==> src/rtl/sdram_arbiter_if.sv <==
// One requester port of sdram_arbiter: request/length/direction in, grant/done/err back.
interface sdram_arbiter_if;
    logic       req;
    logic       rw_n;
    logic [8:0] bytes;
    logic       grant;
    logic       done;
    logic       err;

    modport master (output req, rw_n, bytes, input  grant, done, err);
    modport slave  (input  req, rw_n, bytes, output grant, done, err);
endinterface

==> src/rtl/sdram_arbiter.sv <==
// Two-port round-robin arbiter in front of sdram_ctrl; one transaction in flight at a time.
// Optional watchdog abort is built only when SDRAM_ARB_TIMEOUT_EN is defined.
module sdram_arbiter #(
    parameter int TIMEOUT = 4096
) (
    input  logic                  clk_100m,
    input  logic                  rst_n,
    sdram_arbiter_if.slave        port_a,
    sdram_arbiter_if.slave        port_b,
    input  logic                  sdram_init_done,
    input  logic                  sdram_wr_ack,
    input  logic                  sdram_rd_ack,
    output logic                  sdram_wr_req,
    output logic                  sdram_rd_req,
    output logic [8:0]            sdwr_bytes,
    output logic [8:0]            sdrd_bytes,
    output logic                  arb_busy,
    output logic                  arb_err
);

    typedef enum logic [1:0] {
        ST_IDLE  = 2'd0,
        ST_ISSUE = 2'd1,
        ST_ACK   = 2'd2,
        ST_DONE  = 2'd3
    } state_t;

    localparam logic PORT_A = 1'b0;
    localparam logic PORT_B = 1'b1;

    state_t      state_q, state_d;
    logic        last_q, last_d;
    logic        sel_q, sel_d;
    logic        rw_n_q, rw_n_d;
    logic [8:0]  bytes_q, bytes_d;
    logic        grant_a_q, grant_a_d;
    logic        grant_b_q, grant_b_d;
    logic        done_a_q, done_a_d;
    logic        done_b_q, done_b_d;
    logic        wr_req_q, wr_req_d;
    logic        rd_req_q, rd_req_d;
    logic        busy_q, busy_d;

    logic        any_req_s;
    logic        win_b_s;
    logic        win_rw_n_s;
    logic [8:0]  win_bytes_s;
    logic        ack_match_s;
    logic        timeout_s;

    // Winner selection: a lone requester wins, otherwise the port that was not served last.
    always_comb begin
        any_req_s = port_a.req | port_b.req;
        if (port_a.req && port_b.req) begin
            win_b_s = (last_q == PORT_A);
        end else begin
            win_b_s = port_b.req;
        end
        win_rw_n_s  = win_b_s ? port_b.rw_n  : port_a.rw_n;
        win_bytes_s = win_b_s ? port_b.bytes : port_a.bytes;
        ack_match_s = rw_n_q ? sdram_wr_ack : sdram_rd_ack;
    end

`ifdef SDRAM_ARB_TIMEOUT_EN
    localparam logic [15:0] TIMEOUT_LAST = 16'(TIMEOUT - 1);

    logic [15:0] cnt_q, cnt_d;
    logic        err_a_q, err_a_d;
    logic        err_b_q, err_b_d;
    logic        arb_err_q, arb_err_d;

    // Watchdog count: held at zero in IDLE so it starts from zero on every entry to ISSUE.
    always_comb begin
        cnt_d = cnt_q;
        if (state_q == ST_ISSUE || state_q == ST_ACK) begin
            cnt_d = cnt_q + 16'd1;
        end else begin
            cnt_d = 16'd0;
        end
        timeout_s = (state_q == ST_ISSUE || state_q == ST_ACK) && (cnt_q == TIMEOUT_LAST);
        err_a_d   = timeout_s && (sel_q == PORT_A);
        err_b_d   = timeout_s && (sel_q == PORT_B);
        arb_err_d = arb_err_q | timeout_s;
    end

    // Watchdog and error flag registers.
    always_ff @(posedge clk_100m) begin
        if (!rst_n) begin
            cnt_q     <= 16'd0;
            err_a_q   <= 1'b0;
            err_b_q   <= 1'b0;
            arb_err_q <= 1'b0;
        end else begin
            cnt_q     <= cnt_d;
            err_a_q   <= err_a_d;
            err_b_q   <= err_b_d;
            arb_err_q <= arb_err_d;
        end
    end

    assign port_a.err = err_a_q;
    assign port_b.err = err_b_q;
    assign arb_err    = arb_err_q;
`else
    logic unused_timeout_s;
    assign unused_timeout_s = ^TIMEOUT;
    assign timeout_s        = 1'b0;
    assign port_a.err       = 1'b0;
    assign port_b.err       = 1'b0;
    assign arb_err          = 1'b0;
`endif

    // Next-state and next-output logic; all outputs are registered from the *_d values.
    always_comb begin
        state_d   = state_q;
        last_d    = last_q;
        sel_d     = sel_q;
        rw_n_d    = rw_n_q;
        bytes_d   = bytes_q;
        grant_a_d = 1'b0;
        grant_b_d = 1'b0;
        done_a_d  = 1'b0;
        done_b_d  = 1'b0;
        wr_req_d  = 1'b0;
        rd_req_d  = 1'b0;

        case (state_q)
            ST_IDLE: begin
                if (sdram_init_done && any_req_s) begin
                    sel_d   = win_b_s;
                    rw_n_d  = win_rw_n_s;
                    bytes_d = win_bytes_s;
                    if (win_bytes_s == 9'd0) begin
                        // Empty transfer never touches the SDRAM.
                        state_d  = ST_DONE;
                        last_d   = win_b_s;
                        done_a_d = ~win_b_s;
                        done_b_d = win_b_s;
                    end else begin
                        state_d   = ST_ISSUE;
                        grant_a_d = ~win_b_s;
                        grant_b_d = win_b_s;
                        wr_req_d  = win_rw_n_s;
                        rd_req_d  = ~win_rw_n_s;
                    end
                end else begin
                    state_d = ST_IDLE;
                end
            end

            ST_ISSUE: begin
                if (timeout_s) begin
                    state_d  = ST_DONE;
                    last_d   = sel_q;
                    done_a_d = ~sel_q;
                    done_b_d = sel_q;
                end else if (ack_match_s) begin
                    state_d   = ST_ACK;
                    grant_a_d = ~sel_q;
                    grant_b_d = sel_q;
                end else begin
                    // Refresh may delay the ack arbitrarily; keep the request asserted.
                    state_d   = ST_ISSUE;
                    grant_a_d = ~sel_q;
                    grant_b_d = sel_q;
                    wr_req_d  = rw_n_q;
                    rd_req_d  = ~rw_n_q;
                end
            end

            ST_ACK: begin
                if (timeout_s || !ack_match_s) begin
                    state_d  = ST_DONE;
                    last_d   = sel_q;
                    done_a_d = ~sel_q;
                    done_b_d = sel_q;
                end else begin
                    state_d   = ST_ACK;
                    grant_a_d = ~sel_q;
                    grant_b_d = sel_q;
                end
            end

            ST_DONE: begin
                state_d = ST_IDLE;
            end

            default: begin
                state_d = ST_IDLE;
            end
        endcase

        busy_d = (state_d != ST_IDLE);
    end

    // State and output registers.
    always_ff @(posedge clk_100m) begin
        if (!rst_n) begin
            state_q   <= ST_IDLE;
            last_q    <= PORT_B;
            sel_q     <= PORT_A;
            rw_n_q    <= 1'b0;
            bytes_q   <= 9'd0;
            grant_a_q <= 1'b0;
            grant_b_q <= 1'b0;
            done_a_q  <= 1'b0;
            done_b_q  <= 1'b0;
            wr_req_q  <= 1'b0;
            rd_req_q  <= 1'b0;
            busy_q    <= 1'b0;
        end else begin
            state_q   <= state_d;
            last_q    <= last_d;
            sel_q     <= sel_d;
            rw_n_q    <= rw_n_d;
            bytes_q   <= bytes_d;
            grant_a_q <= grant_a_d;
            grant_b_q <= grant_b_d;
            done_a_q  <= done_a_d;
            done_b_q  <= done_b_d;
            wr_req_q  <= wr_req_d;
            rd_req_q  <= rd_req_d;
            busy_q    <= busy_d;
        end
    end

    assign port_a.grant = grant_a_q;
    assign port_b.grant = grant_b_q;
    assign port_a.done  = done_a_q;
    assign port_b.done  = done_b_q;
    assign sdram_wr_req = wr_req_q;
    assign sdram_rd_req = rd_req_q;
    assign sdwr_bytes   = bytes_q;
    assign sdrd_bytes   = bytes_q;
    assign arb_busy     = busy_q;

endmodule

==> src/flat_wrapper.sv <==
// flat-port wrapper written by rule: the top's interface ports become plain ports
module sdram_arbiter_flat 
#(
    parameter int TIMEOUT = 4096
)
  (clk_100m, rst_n, sdram_init_done, sdram_wr_ack, sdram_rd_ack, sdram_wr_req, sdram_rd_req, sdwr_bytes, sdrd_bytes, arb_busy, arb_err, port_a_req, port_a_rw_n, port_a_bytes, port_a_grant, port_a_done, port_a_err, port_b_req, port_b_rw_n, port_b_bytes, port_b_grant, port_b_done, port_b_err);
  sdram_arbiter_if port_a_i ();
  sdram_arbiter_if port_b_i ();
  input  logic clk_100m;
  input  logic rst_n;
  input  logic sdram_init_done;
  input  logic sdram_wr_ack;
  input  logic sdram_rd_ack;
  output logic sdram_wr_req;
  output logic sdram_rd_req;
  output logic [8:0] sdwr_bytes;
  output logic [8:0] sdrd_bytes;
  output logic arb_busy;
  output logic arb_err;
  input wire logic [$bits(port_a_i.req)-1:0] port_a_req;
  input wire logic [$bits(port_a_i.rw_n)-1:0] port_a_rw_n;
  input wire logic [$bits(port_a_i.bytes)-1:0] port_a_bytes;
  output wire logic [$bits(port_a_i.grant)-1:0] port_a_grant;
  output wire logic [$bits(port_a_i.done)-1:0] port_a_done;
  output wire logic [$bits(port_a_i.err)-1:0] port_a_err;
  input wire logic [$bits(port_b_i.req)-1:0] port_b_req;
  input wire logic [$bits(port_b_i.rw_n)-1:0] port_b_rw_n;
  input wire logic [$bits(port_b_i.bytes)-1:0] port_b_bytes;
  output wire logic [$bits(port_b_i.grant)-1:0] port_b_grant;
  output wire logic [$bits(port_b_i.done)-1:0] port_b_done;
  output wire logic [$bits(port_b_i.err)-1:0] port_b_err;
  assign port_a_i.req = port_a_req;
  assign port_a_i.rw_n = port_a_rw_n;
  assign port_a_i.bytes = port_a_bytes;
  assign port_a_grant = port_a_i.grant;
  assign port_a_done = port_a_i.done;
  assign port_a_err = port_a_i.err;
  assign port_b_i.req = port_b_req;
  assign port_b_i.rw_n = port_b_rw_n;
  assign port_b_i.bytes = port_b_bytes;
  assign port_b_grant = port_b_i.grant;
  assign port_b_done = port_b_i.done;
  assign port_b_err = port_b_i.err;
  sdram_arbiter #(.TIMEOUT(TIMEOUT)) u_core (.clk_100m(clk_100m), .rst_n(rst_n), .port_a(port_a_i), .port_b(port_b_i), .sdram_init_done(sdram_init_done), .sdram_wr_ack(sdram_wr_ack), .sdram_rd_ack(sdram_rd_ack), .sdram_wr_req(sdram_wr_req), .sdram_rd_req(sdram_rd_req), .sdwr_bytes(sdwr_bytes), .sdrd_bytes(sdrd_bytes), .arb_busy(arb_busy), .arb_err(arb_err));
endmodule
==> config.mk <==
export PLATFORM = sky130hd
export DESIGN_NAME = sdram_arbiter_flat
export DESIGN_NICKNAME = d
export VERILOG_FILES = /design/src/rtl/sdram_arbiter_if.sv /design/src/rtl/sdram_arbiter.sv /design/src/flat_wrapper.sv
export SDC_FILE = /design/constraint.sdc
export NUM_CORES = 1
export LEC_CHECK = 0
export CORE_UTILIZATION = 40
export DETAILED_ROUTE_END_ITERATION = 12
export GPL_TIMING_DRIVEN = 0
export PLACE_DENSITY = 0.78
export SYNTH_ARGS = -nofsm -noshare
export SYNTH_HDL_FRONTEND = slang
export SYNTH_SLANG_ARGS = --single-unit
==> constraint.sdc <==
create_clock -name clk_100m -period 1.75 [get_ports clk_100m]
set_input_delay 0.175 -clock clk_100m [delete_from_list [all_inputs] [get_ports clk_100m]]
set_output_delay 0.175 -clock clk_100m [all_outputs]
set_load 0.005 [all_outputs]
== Word level (Yosys, flattened, before mapping) ==
Index checks and enable logic that the tools add are counted.

* Input port bits: 27
* Register bits: 21
* Word-level logic and storage cells: 69
* Output and inout port bits: 28

* Reduce and logical (&&, ||, !) cells: 8
* Equality and inequality tests: 6
* Bitwise gates (word level): 6
* Mux-type cells: 37

{| class="wikitable"
|+ Operators by type and width
! operator !! number
|-
| $mux W1 || 25
|-
| $pmux W1 S2 || 5
|-
| $logic_not A9 Y1 || 1
|-
| $mux W9 || 1
|-
| $pmux W2 S4 || 1
|-
| $mux W2 || 3
|-
| $pmux W1 S3 || 2
|-
| $not A1 Y1 || 5
|-
| $eq A2 B2 Y1 const B || 2
|-
| $ne A2 B1 Y1 const B || 2
|-
| $reduce_and A4 Y1 || 1
|-
| $reduce_bool A2 Y1 || 2
|-
| $eq A2 B1 Y1 const B || 1
|-
| $logic_and A1 B1 Y1 || 2
|-
| $logic_not A2 Y1 || 1
|-
| $ne A2 B2 Y1 const B || 1
|-
| $reduce_and A2 Y1 || 1
|-
| $or A1 B1 Y1 || 1
|}

== Logic depth before layout (Yosys ltp) ==
Gate-level depths: netlist of run 1.

* Depth after elaboration: 8
* Mapped depth: 5

== Least setup slack after synthesis of run 1 ==
OpenSTA, ideal clock, no wires.

* Path kind: input port to flip-flop
* From: input port_a_bytes[7]
* To: register u_core.rd_req_q (netlist: u_core.sdram_rd_req)
* Stages on the path: 4
* Arrival: 1,307 ps
* Slack: 326 ps
* Cells stage by stage: or4_4 nor4_4 nor3b_2 a32o_1

* Word-level cells in the longest chain between the ends: 5

{| class="wikitable"
|+ Ends and longest elaborated chain
! element !! line !! source
|-
| from (decl) || flat_wrapper.sv:22 || <nowiki>input wire logic [$bits(port_a_i.bytes)-1:0] port_a_bytes;</nowiki>
|-
| $mux W9 || sdram_arbiter.sv:60 || <nowiki>win_bytes_s = win_b_s ? port_b.bytes : port_a.bytes;</nowiki>
|-
| $logic_not A9 Y1 || sdram_arbiter.sv:133 || <nowiki>if (win_bytes_s == 9'd0) begin</nowiki>
|-
| $mux W1 || sdram_arbiter.sv:133 ||
|-
| $mux W1 || sdram_arbiter.sv:129 || <nowiki>if (sdram_init_done && any_req_s) begin</nowiki>
|-
| $pmux W1 S2 || sdram_arbiter.sv:127 || <nowiki>case (state_q)</nowiki>
|-
| to (signal assigned) || sdram_arbiter.sv:222 || <nowiki>rd_req_q <= rd_req_d;</nowiki>
|-
| to (decl) || sdram_arbiter.sv:41 || <nowiki>logic rd_req_q, rd_req_d;</nowiki>
|}

Every way passes these cells.
A chain may end at the register's enable or synchronous reset.

== Worst setup path after layout of run 1 ==
* From: input port_b_bytes[7]
* To: register u_core.rd_req_q (netlist: u_core.sdram_rd_req)

* Word-level cells in the longest chain between the ends: 5

{| class="wikitable"
|+ Ends and longest elaborated chain
! element !! line !! source
|-
| from (decl) || flat_wrapper.sv:28 || <nowiki>input wire logic [$bits(port_b_i.bytes)-1:0] port_b_bytes;</nowiki>
|-
| $mux W9 || sdram_arbiter.sv:60 ||
|-
| $logic_not A9 Y1 || sdram_arbiter.sv:133 ||
|-
| $mux W1 || sdram_arbiter.sv:133 ||
|-
| $mux W1 || sdram_arbiter.sv:129 ||
|-
| $pmux W1 S2 || sdram_arbiter.sv:127 ||
|}

Every way passes these cells.

==> metrics.txt, run 1 <==
pwr/cell area=663.1 nW/µm²; Iter 0 DRT Violations=22; Final WS setup=0.06683 ns; Tightest Pin Transition=0.5003 ns; ANT cells=0; met1 usage=23.73%; status=complete, no violations; Max FO, Critical Path=4; overall power=0.001166 W; Mean Syn Cell Area=8.796 µm²; initial antenna violation count=0; minimum clock period=1.683 ns; Worst setup SP type=primary input; Worst VDD drop=0.4186 mV; drt wl/cell=13.88 µm; YS warnings=0; final WL=3.067 mm; clock buffer depth=2; biggest area consumer among synthesized cells=dfxtp_1; routing usage on met3=3.023%; WS Path Type=in -> reg; fin cells=221; Min-Delay Path Class=reg -> reg; post-synthesis cell type count=32; Max Freq=594.1 MHz; LEAKAGE=0.7841 nW; met2 Usage GRT=37.24%; clk sinks=21; clk_skew=0.004351 ns; register area share after synthesis=35.94%; slew margin rel.=66.64%; max-slew violations=0; unrepaired setup endpoints after global routing=false; CTS H-tree depth=1; Primary FF master, synth=dfxtp_1; Yosys reg bits=21; largest net degree at the start of global routing=12; Fin Setup TNS=0 ns; first-pass GRT wire length=5.168 mm; fill cell count=221; cts hold-fix bufs=0; Crit path required time=1.95 ns; vias in the first global route=1179; CTS tree=yes; share of the synthesized area in the top cell type=35.94%; # IOs=55; ys async rst share=0%; CTS Buf Count=3; Worst Setup End Kind=flip-flop; cell row count=19; Nets=218; synth top area cells=dfxtp_1, o211a_1, buf_4, nand2_1, mux2i_1; # DRC=0; Post-synth EDFFs=0; Max Cap Violations=0; Clk Latency, worst-skew pair=0.30 ns; Antenna Violating Nets Remaining=0; Vias=1172; IO Port Bufs=51; Worst EP arrival=1.89 ns; global placement routability congestion=0.8550; Core Area=2758 µm²; fin crit share=96.18%; Die Width=56.08 µm; Multi-input gate area=638.1 µm²; dpl ws=-0.2433 ns; Clk pin slew, worst setup/hold paths=0.11 ns; CTS root buf=clkbuf_4; # placed instances=217; die footprint=3145 µm²; Via-to-Cell Ratio=5.303; Sequential Area=420.4 µm²; ratio of cells with drive above 1 in the final layout=12.63%; global route hottest layer=met2; Die Ht=56.08 µm; drt first pass iters=6; total congestion overflow=0; Layout area overhead=50.37%; initial core utilization=42.42%; Post-DP HPWL=2.423 mm; area of the mapped netlist=1170 µm²; post-layout util=63.79%; final setup vio count=0; Mapped Cells=133; Fin. Hold Viols=0; Total Routing Usage GR=20.57%
flip-flops by register name (all words and copies together) (netlist names):
signal	cells
u_core.sdrd_bytes	9
u_core.last_q	1
u_core.port_a.done	1
u_core.rw_n_q	1
u_core.sdram_rd_req	1
u_core.sel_q	1
u_core.arb_busy	1
u_core.state_q	2
u_core.port_b.grant	1
u_core.port_b.done	1
u_core.port_a.grant	1
u_core.sdram_wr_req	1
cell usage in the layout (no fill, tap or decap), types with 3 or more instances in the layout:
cell type and n:
mux2i_1 6, nand3_1 7, conb_1 3, buf_4 12, dfxtp_1 21, a32o_1 3
clkdlybuf4s50_1 51, nand2_1 21, nor3_1 4, o21ai_0 4, o211a_1 10, clkbuf_4 3
clkbuf_1 8, nand2b_1 4, nor2b_1 3, nor2_1 7
path summary, 6_finish.rpt:
| check | cells past startpoint | endpoint | startpoint | slack [ns] |
|---|---|---|---|---|
| setup / recovery | 5 | u_core.sdram_rd_req | port_b_bytes[7] | 0.07 |
| hold / removal | 2 | u_core.last_q | u_core.last_q | 0.51 |
| setup reg to reg | 4 | u_core.port_b.grant | u_core.rw_n_q | 0.16 |
| hold reg to reg | 2 | u_core.last_q | u_core.last_q | 0.51 |
where the power goes:
part	internal, W	total (W)	switching (W)	leakage [nW]
registers	0.000518	0.000547	0.0000283	0.173
logic	0.000236	0.000385	0.000149	0.597
clock network	0.0000887	0.000235	0.000146	0.0150
final cells by class:
cell class                 instances  area share (%)
buffer                            20           6.899
clock buffer                       4           1.494
inverter                           1          0.2134
multi-input combinational         93           36.27
sequential                        21           23.90
tap                               31           2.205
timing repair buffer              51           29.02
worst max-delay path: stages:
cell,delay [ns]
clkdlybuf4s50_1,0.44
or4_4,0.57
nor4_4,0.31
nor3b_2,0.12
a32o_1,0.26
synth_stat cells, types with 2 or more instances:
cell type,n
nor2b_1,3
or4_4,2
nor2_1,7
nor3b_2,2
nand3_1,7
nor4_4,2
clkbuf_1,7
nand2_1,21
or4_1,2
a32oi_1,2
buf_4,12
nand2b_1,4
o21ai_0,4
dfxtp_1,21
o211a_1,10
nor3_1,4
mux2i_1,6
a32o_1,3
layer usage:
layer / vias up / routed length [µm]
met4: 0 / 42
met3: 4 / 151
met1: 556 / 1266
met2: 35 / 1606
li1: 577 / -
met5: - / 0
timing repair:
item | CTS | global route
buffers inserted | 0 | 0
endpoints found under the setup margin | 0 | 10
gates resized for setup | 0 | 1
kinds of logic (layout without fill, tap and decap cells):
group	Yosys count	after routing	synth area share [%]
AND/OR/NAND/NOR	58	58	28.88
AO/OA/AOI/OAI	26	26	19.04
flip-flops	21	21	35.94
buffers and inverters	21	76	10.70
multiplexers	6	6	5.134
other	1	3	0.3205
per-stage QoR:
| step | area, µm² | hold slack (ns) |
|---|---|---|
| floorplan | 1177 | 0.3578 |
| global placement | 1727 | 0.4856 |
| detailed placement | 1727 | 0.4973 |
| CTS | 1753 | 0.5134 |
| global route | 1759 | 0.5587 |
| finish | 1759 | 0.5094 |
(Power assumes the default switching activity.)
==> run 2: changes to the inputs <==
CELL_PAD_IN_SITES_DETAIL_PLACEMENT = 1   (was unset)
CELL_PAD_IN_SITES_GLOBAL_PLACEMENT = 1   (was unset)
CORE_UTILIZATION = 29   (was 40)
PLACE_DENSITY = unset   (was 0.78)
PLACE_DENSITY_LB_ADDON = 0.1   (was unset)
==> run 2 against run 1 <==
Sequential share of layout area fell by 0.87 points. Cell count increased by 8.6%. Combinational power grew 2%. Critical path type unchanged. Utilization down 15 points. Clock power up 47%. Setup slack worse by 0.0050 ns. Largest cell class is now buffers. Register-to-register slack hardly changed. Via count is 0.77% higher. Non-clock buffer count grew 2. Final area up 3.8%. Fmax down 0.30%.
==> metrics.txt, run 2 (synthesis gave the netlist of run 1 again) <==
WS Path Type=in -> reg; Die Width=65.52 µm (+17%); initial antenna violation count=0 (unchanged); initial core utilization=31.02% (-11 points); Crit path required time=1.88 ns (-0.07 ns); Via-to-Cell Ratio=4.921 (-7.2%); die footprint=4292 µm² (+36%); cts hold-fix bufs=0 (unchanged); worst hold start=u_core.last_q; drt first pass iters=4 (-2); CTS tree=yes; Top Metal Used=met4; Clk Latency, worst-skew pair=0.27 ns (-0.03 ns); Max Cap Violations=0 (unchanged); max-slew violations=0 (unchanged); first-pass GRT wire length=5.250 mm (+1.6%); Max FO, Critical Path=2 (-2); ratio of cells with drive above 1 in the final layout=16.15% (+3.5 points); # DRC=0 (unchanged); # placed instances=234 (+7.8%); commonest non-fill, non-tap cell in the layout=clkdlybuf4s50_1; clk_skew=0.005484 ns (+0.001132 ns); vias in the first global route=1109 (-5.9%); minimum clock period=1.688 ns (+0.005049 ns); clock buffer depth=2 (unchanged); total congestion overflow=0 (unchanged); Worst VDD drop=0.3153 mV (-25%); Fin. Hold Viols=0 (unchanged); Nets=220 (+0.92%); WHS Path Cells=2 (unchanged); CTS root buf=clkbuf_8; Worst EP arrival=1.82 ns (-0.07 ns); # IOs=55 (unchanged); RR Startpoint=u_core.rw_n_q; fin crit share=96.47% (+0.29 points); Worst Setup End Kind=flip-flop; Antenna Violating Nets Remaining=0 (unchanged); Core Area=3771 µm² (+37%); routed wl met3=155 µm (+2.6%); Iter 0 DRT Violations=35 (+59%); final instance area=1826 µm² (+3.8%); pwr/cell area=703.5 nW/µm² (+6.1%); Min-Delay Path Class=reg -> reg; Clk pin slew, worst setup/hold paths=0.08 ns (-0.03 ns); max reg flops=9 (unchanged); fill cell count=450 (+100%); LEAKAGE=0.8150 nW (+3.9%); RR Endpoint=u_core.port_b.grant; IO Port Bufs=51 (unchanged); Placement Cell Area=1748 µm² (+1.2%); largest net degree at the start of global routing=13 (+1); most frequent cells in the layout=clkdlybuf4s50_1, nand2_1, dfxtp_1; unrepaired setup endpoints after global routing=false; reg2reg setup slack=0.15 ns (about the same); Post-DP HPWL=2.561 mm (+5.7%); M1 WL=1.619 mm (+28%); Layout area overhead=56.04%; fin cells=240 (+8.6%); WHS Endpoint=u_core.last_q; status=complete, no violations; CTS H-tree depth=1 (unchanged); ANT cells=0 (unchanged); global placement routability congestion=0.7525 (-12%); met2 wire length=1.634 mm (+1.7%); clk sinks=21 (unchanged); Total Routing Usage GR=16.20% (-4.4 points); Worst setup SP type=primary input; final WL=3.448 mm (+12%); drt wl/cell=14.37 µm (+3.5%); R2R cell count=4 (unchanged); Tightest Pin Transition=0.5695 ns (+0.06916 ns); Die Ht=65.52 µm (+17%); final setup vio count=0 (unchanged); CTS Buf Count=3 (unchanged); slew margin rel.=62.03% (-4.6 points); Max Freq=592.3 MHz (-0.30%); cell row count=22 (+3); Vias=1181 (+0.77%)
run 2: cell count changes in the layout (fill, tap and decap cells not counted):
cell,delta
buf_4,+2
clkbuf_1,-3
clkbuf_2,+2
clkbuf_4,-3
clkbuf_8,+3
clkinv_2,+1
or4_1,-2
or4_4,+2
run 2: worst max-delay path by stage:
stage,from,end,slack (ns)
detailed placement,port_a_req,u_core.rw_n_q,-0.25
finish,port_a_bytes[5],u_core.last_q,0.06
global placement,port_a_bytes[7],u_core.sdram_rd_req,-0.23
global route,port_a_bytes[5],u_core.last_q,0.01
CTS,port_a_req,u_core.rw_n_q,0.02
floorplan,port_a_bytes[7],u_core.sdram_rd_req,0.33
run 2: metrics by stage:
stage                     util, %  TNS (ns)  hold slack (ns)  worst slack [ns]  total power (W)
after global routing        48.41         0           0.5324           0.01117         0.001350
final                       48.41         0           0.5091           0.06178         0.001284
after detailed placement    46.35    -3.856           0.5024           -0.2549        0.0009434
after floorplan                 -         0           0.3578            0.3257        0.0007315
after CTS                   47.58         0           0.5148           0.01776         0.001281
after global placement      46.35    -3.614           0.4947           -0.2322        0.0009348
run 2: report_power, final:
| group | internal [W] | leakage (nW) | switching (W) | total (W) |
|---|---|---|---|---|
| Sequential | 0.000518 | 0.173 | 0.0000298 | 0.000548 |
| Combinational | 0.000238 | 0.617 | 0.000153 | 0.000391 |
| Clock | 0.000159 | 0.0255 | 0.000186 | 0.000345 |
| Total | 0.000915 | 0.815 | 0.000369 | 0.00128 |
run 2: routing by layer:
layer	vias to the layer above	track usage (%)
met1	563	21.31
li1	577	-
met4	0	6.522
met5	-	0
met3	4	2.604
met2	37	26.16
run 2: timing repair:
action                                 in CTS  in global routing
setup buffers                               0                  2
setup endpoints to repair                   0                 15
gates resized for setup                     0                  7
endpoints found under the hold margin       0                  0
run 2: area by class of cell:
| class | instances | area (µm²) | area share [%] |
|---|---|---|---|
| multi-input combinational | 93 | 645.6 | 35.37 |
| timing repair buffer | 53 | 525.5 | 28.79 |
| sequential | 21 | 420.4 | 23.03 |
| buffer | 20 | 123.9 | 6.785 |
| tap | 48 | 60.06 | 3.290 |
| clock buffer | 3 | 41.29 | 2.262 |
| clock inverter | 1 | 5.005 | 0.2742 |
| inverter | 1 | 3.754 | 0.2056 |
run 2: critical path, cell delays in order:
cell and delay, ns:
clkdlybuf4s50_1 0.43, or4_4 0.57, nor4_4 0.27, buf_4 0.17
o21a_2 0.12, o211ai_1 0.08
